`config.mk`:
```
export PLATFORM = sky130hd
export DESIGN_NAME = uart_rx_frontend
export DESIGN_NICKNAME = d
export VERILOG_FILES = /design/src/rtl/uart_rx_frontend.sv
export SDC_FILE = /design/constraint.sdc
export NUM_CORES = 1
export LEC_CHECK = 0
export ABC_AREA = 1
export CAP_MARGIN = 10
export CORE_UTILIZATION = 50
export CTS_BUF_LIST = sky130_fd_sc_hd__clkbuf_4
export DETAILED_ROUTE_END_ITERATION = 7
export HOLD_SLACK_MARGIN = 0.15
export PLACE_DENSITY = 0.82
export SETUP_SLACK_MARGIN = 0.2
export SKIP_LAST_GASP = 1
export SLEW_MARGIN = 25
export SYNTH_ARGS = -nofsm -noshare
export SYNTH_HDL_FRONTEND = slang
export SYNTH_SLANG_ARGS = --single-unit
export TNS_END_PERCENT = 1
```
`constraint.sdc`:
```
create_clock -name sysclk -period 1.5 [get_ports sysclk]
set_input_delay 0.3 -clock sysclk [delete_from_list [all_inputs] [get_ports sysclk]]
set_output_delay 0.3 -clock sysclk [all_outputs]
set_load 0.05 [all_outputs]
```
`src/rtl/uart_rx_frontend.sv`:
```
// 8N1 UART receiver: two-flop synchronizer, mid-bit sampling FSM and a sticky
// single-byte valid/ack output with framing-error and overrun flags.
module uart_rx_frontend #(
  parameter int CLKS_PER_BIT = 10416,
  parameter int CNT_W        = 14
) (
  input  logic       sysclk,
  input  logic       reset,
  input  logic       UART_RX,
  input  logic       rx_ack,
  output logic [7:0] rx_data,
  output logic       rx_valid,
  output logic       frame_err,
  output logic       overrun,
  output logic       busy
);

  typedef enum logic [2:0] {IDLE, START, DATA, STOP, BRK} state_t;

  localparam logic [CNT_W-1:0] HALF_M1 = CNT_W'(CLKS_PER_BIT / 2 - 1);
  localparam logic [CNT_W-1:0] FULL_M1 = CNT_W'(CLKS_PER_BIT - 1);

  state_t           state_q, state_d;
  logic [CNT_W-1:0] cnt_q, cnt_d;
  logic [2:0]       idx_q, idx_d;
  logic [7:0]       shift_q, shift_d;
  logic [7:0]       rx_data_q, rx_data_d;
  logic             rx_valid_q, rx_valid_d;
  logic             frame_err_q, frame_err_d;
  logic             overrun_q, overrun_d;
  logic             sync1_q, sync1_d;
  logic             sync2_q, sync2_d;
  logic             rxs;

  assign rxs = sync2_q;

  always_comb begin
    state_d     = state_q;
    cnt_d       = cnt_q;
    idx_d       = idx_q;
    shift_d     = shift_q;
    rx_data_d   = rx_data_q;
    rx_valid_d  = rx_valid_q;
    frame_err_d = frame_err_q;
    overrun_d   = overrun_q;
    sync1_d     = UART_RX;
    sync2_d     = sync1_q;

    if (rx_ack) begin
      rx_valid_d  = 1'b0;
      frame_err_d = 1'b0;
      overrun_d   = 1'b0;
    end

    case (state_q)
      IDLE: begin
        if (!rxs) begin
          state_d = START;
          cnt_d   = '0;
        end
      end
      START: begin
        if (cnt_q == HALF_M1) begin
          cnt_d   = '0;
          idx_d   = 3'd0;
          state_d = rxs ? IDLE : DATA;
        end else begin
          cnt_d = cnt_q + CNT_W'(1);
        end
      end
      DATA: begin
        if (cnt_q == FULL_M1) begin
          cnt_d          = '0;
          shift_d[idx_q] = rxs;
          if (idx_q == 3'd7) state_d = STOP;
          else               idx_d   = idx_q + 3'd1;
        end else begin
          cnt_d = cnt_q + CNT_W'(1);
        end
      end
      STOP: begin
        if (cnt_q == FULL_M1) begin
          cnt_d = '0;
          if (rxs) begin
            // A byte landing on the ack cycle replaces the acked one without overrun.
            rx_data_d  = shift_q;
            rx_valid_d = 1'b1;
            overrun_d  = overrun_d | (rx_valid_q & ~rx_ack);
            state_d    = IDLE;
          end else begin
            frame_err_d = 1'b1;
            state_d     = BRK;
          end
        end else begin
          cnt_d = cnt_q + CNT_W'(1);
        end
      end
      BRK: begin
        if (rxs) state_d = IDLE;
      end
      default: state_d = IDLE;
    endcase
  end

  always_ff @(posedge sysclk) begin
    if (reset) begin
      state_q     <= IDLE;
      cnt_q       <= '0;
      idx_q       <= 3'd0;
      shift_q     <= 8'h00;
      rx_data_q   <= 8'h00;
      rx_valid_q  <= 1'b0;
      frame_err_q <= 1'b0;
      overrun_q   <= 1'b0;
      sync1_q     <= 1'b1;
      sync2_q     <= 1'b1;
    end else begin
      state_q     <= state_d;
      cnt_q       <= cnt_d;
      idx_q       <= idx_d;
      shift_q     <= shift_d;
      rx_data_q   <= rx_data_d;
      rx_valid_q  <= rx_valid_d;
      frame_err_q <= frame_err_d;
      overrun_q   <= overrun_d;
      sync1_q     <= sync1_d;
      sync2_q     <= sync2_d;
    end
  end

  assign rx_data   = rx_data_q;
  assign rx_valid  = rx_valid_q;
  assign frame_err = frame_err_q;
  assign overrun   = overrun_q;
  assign busy      = (state_q != IDLE);

endmodule

```
==> results list <==
* Result of the run: completed
- Core box area: 3770 um2
* Number of distinct standard cells referenced by the synthesized netlist: 26
- Class of the most critical hold timing path: flop to flop
* Clock Pin Slew Worst Setup and Hold Paths: 0.12 ns
* Clock tree from TritonCTS: yes
- Commonest cells in the netlist: nand2_1, nor2_1, dfxtp_1, inv_1, nand3_1
* Vias in the first global route: 1734
* Synth top area cells: dfxtp_1, nand2_1, nor2_1
- Yosys top cell by area: dfxtp_1
- Setup violations remaining at the end of the flow were counted as 0.
* Vertical die dimension: 65.4 um
- First-pass GRT wire length: 7560 um
- Ys flop type: dfxtp_1
- Cell leakage power: 1.17 nW
* DRC: 0
* Proportion of register bits with asynchronous set or reset after synthesis: 0%
* Class of the most critical setup path: flop to flop
* Warnings from Yosys: 0
- After synthesis, the largest family of logic cells by area is simple AND/OR/NAND/NOR gates.
- Cell area after technology mapping: 2010 um2
- Power after layout: 3.18 mW
- For this design the ratio of total power to cell area is 1200 nW/um2.
- In the global route stage, overall resource usage came out at 23.1%.
* Antenna violation net count after detailed routing: 0
- Iter 0 DRT Violations: 113
- Required @ worst endpoint: 1.79 ns
- Data arrives at the worst endpoint at 1.76 ns.
- CTS hold repair buffers: 0
- Count of buffers inserted at the top-level ports: 15
- Area fraction in and, or, nand and nor cells after synthesis: 37.1%
- Dividing the detail-routed via count by the number of cells gives 5.07.
- GR Overflow Total: 0
- Final setup skew: 0.00952 ns
- In the synthesized netlist, mux cells make up 0% of the area.
- Number of cells produced by synthesis: 300
- Post-route minimum period: 1.47 ns
* Horizontal die dimension: 65.4 um
* Post-route design area: 2660 um2
* Area share of xor/xnor cells in the synthesized design: 2.61%
- Routability-driven placement finished with a final weighted congestion of 0.894.
- The average instance in the mapped netlist occupies 6.70 um2.
- Critical path fanouts, max: 4
* Antenna diodes: 0
* Post-synthesis sequential area ratio: 40.8%
* Unrepaired setup endpoints after global routing: true
- Number of max-cap violations: 0
- Critical path endpoint category: flop
- Clock root buffer: clkbuf_4
- Relative area change from synthesis to final layout: 32.4%
* Fmax: 0.678 GHz
- The initial antenna violation count is 0.
- IR analysis of the VDD net gives a maximum drop of 992 uV.
- Flops & latches, synth: 41
* Area fraction of the dominant cell type after synthesis: 40.8%
* Met2 layer wire length in the routed design: 2150 um
* Met3 Wirelength: 148 um
- After detailed routing, the wire length on met1 is 2140 um.
- Dpl cell area: 2460 um2
* Estimated wirelength of the detail-placed design: 3070 um
* Final Cycle Share: 98.3%
* Count of flip-flops with a built-in enable after synthesis: 0
- Fraction of final layout cells with drive strength greater than 1: 22.7%
- After the last flow step, the layout net total stands at 341.
* Max-slew headroom: 75.7%
* Most repeated cell in the gate-level netlist after synthesis: nand2_1
* Syn_nets: 307
- The floorplan has 22 rows.
* Die Footprint: 4280 um2
- Htree depth: 2
- Fill cells: 298
* Total CTS buffers: 5
- The clock net in this run drives a total of 41 sinks.
- The routed layout has 1941 vias.
- The worst setup path is launched from a flop.
- Of the total synthesized cell area, the portion taken by full adders, half adders and majority gates is 1.87%.
- In the final routed layout, each cell accounts on average for 11.7 um.
* Latest clock arrival within the worst-skew pair: 0.35 ns
* Highest metal used: met4
- Max-slew violation count: 0
* Initial cell density of the core: 53.3%
- Summing the areas of all compound-gate instances in the mapped netlist gives 9.27% of the synthesized area.
* Final hold viol count: 0
* Worst-Margin Slew: 0.363 ns
* Largest net degree at the start of global routing: 19
- For this design the top-level I/O count stands at 16.
- Total detailed-routing wirelength: 4490 um
* First-pass DRT Iterations: 4
* Bufs on Longest Clock Path: 2
-- per-layer routing --
layer / vias to the layer above / global-route usage [%]
li1: 1012 / -
met1: 893 / 29.3
met2: 31 / 38.4
met3: 5 / 4.69
met4: 0 / 8.42
met5: - / 0
-- path summary, 6_finish.rpt --
kind | end | slack [ns] | depth (start not counted) | start
worst max-delay path | state_q[0]$_SDFFE_PP0P_ | 0.03 | 8 | rxs$_SDFF_PP1_
worst min-delay path | rxs$_SDFF_PP1_ | 0.44 | 1 | sync1_q$_SDFF_PP1_
worst max register to register | state_q[0]$_SDFFE_PP0P_ | 0.03 | 8 | rxs$_SDFF_PP1_
worst min register to register | rxs$_SDFF_PP1_ | 0.44 | 1 | sync1_q$_SDFF_PP1_
-- cells by family after synthesis --
logic type      after synthesis
simple gates                171
buf+inv                      44
flops                        41
compound gates               35
xor+xnor                      6
fa+ha+maj                     3
-- flip-flops by register name, summed over array words and instances, names as in the netlist --
signal / count
state_q: 3
overrun: 1
shift_q: 8
rxs: 1
cnt_q: 14
idx_q: 3
sync1_q: 1
rx_data: 8
rx_valid: 1
frame_err: 1
-- worst max-delay path, stage by stage, from the launching register on --
cell and delay [ns]:
dfxtp_1 0.46, inv_1 0.16, nand3_1 0.13, nand2_1 0.07, nor2_1 0.12, nand2_1 0.14
o21ai_0 0.18, nand2_1 0.06, nor2_1 0.08
-- what timing repair did --
item,in CTS,in global routing
setup endpoints to repair,40,40
buffers inserted,1,2
pin swaps,2,5
cloned,0,1
gates resized for setup,18,10
-- area by class of cell --
class / instances / area [um2] / share of cell area [%]
inverter: 40 / 153 / 5.73
tap: 48 / 60.1 / 2.26
clock buffer: 5 / 37.5 / 1.41
timing repair buffer: 30 / 408 / 15.3
clock inverter: 3 / 46.3 / 1.74
multi-input combinational: 216 / 1120 / 42.1
sequential: 41 / 837 / 31.4
-- through the flow --
step / TNS (ns) / setup WS [ns] / hold WS [ns] / util, % / cells
final: 0 / 0.0257 / 0.438 / 70.6 / 383
after global routing: -1.17 / -0.108 / 0.449 / 70.6 / 383
after CTS: 0 / 0.0591 / 0.437 / 69.1 / 380
after detailed placement: 0 / 0.0305 / 0.408 / 65.3 / 371
after global placement: 0 / 0.0699 / 0.392 / 65.3 / 371
after floorplan: 0 / 0.172 / 0.389 / - / 300
-- placed cells by master (no fill, tap or decap), types with 2 or more instances in the layout --
cell type        instances
nor3_1                   5
dfxtp_2                  4
a21oi_1                 19
nand2_2                  7
nor2_4                   3
inv_2                    3
buf_12                  14
o21ai_0                 15
nor2_2                   4
nor3_4                   2
nand3_1                 22
inv_1                   36
nand2_1                 66
nand2_4                  3
nor2_1                  47
clkdlybuf4s50_1          3
clkbuf_4                 5
xnor2_1                  2
dfxtp_4                  3
nor3_2                   4
buf_4                   13
or2_2                    3
ha_1                     2
dfxtp_1                 34
nand3_2                  2
xor2_1                   4
-- power by group --
group	total [mW]	switching, mW	internal (mW)
clock	0.731	0.378	0.353
combinational	1.21	0.783	0.423
sequential	1.25	0.0759	1.17
Power figures use the tool's default switching activity.
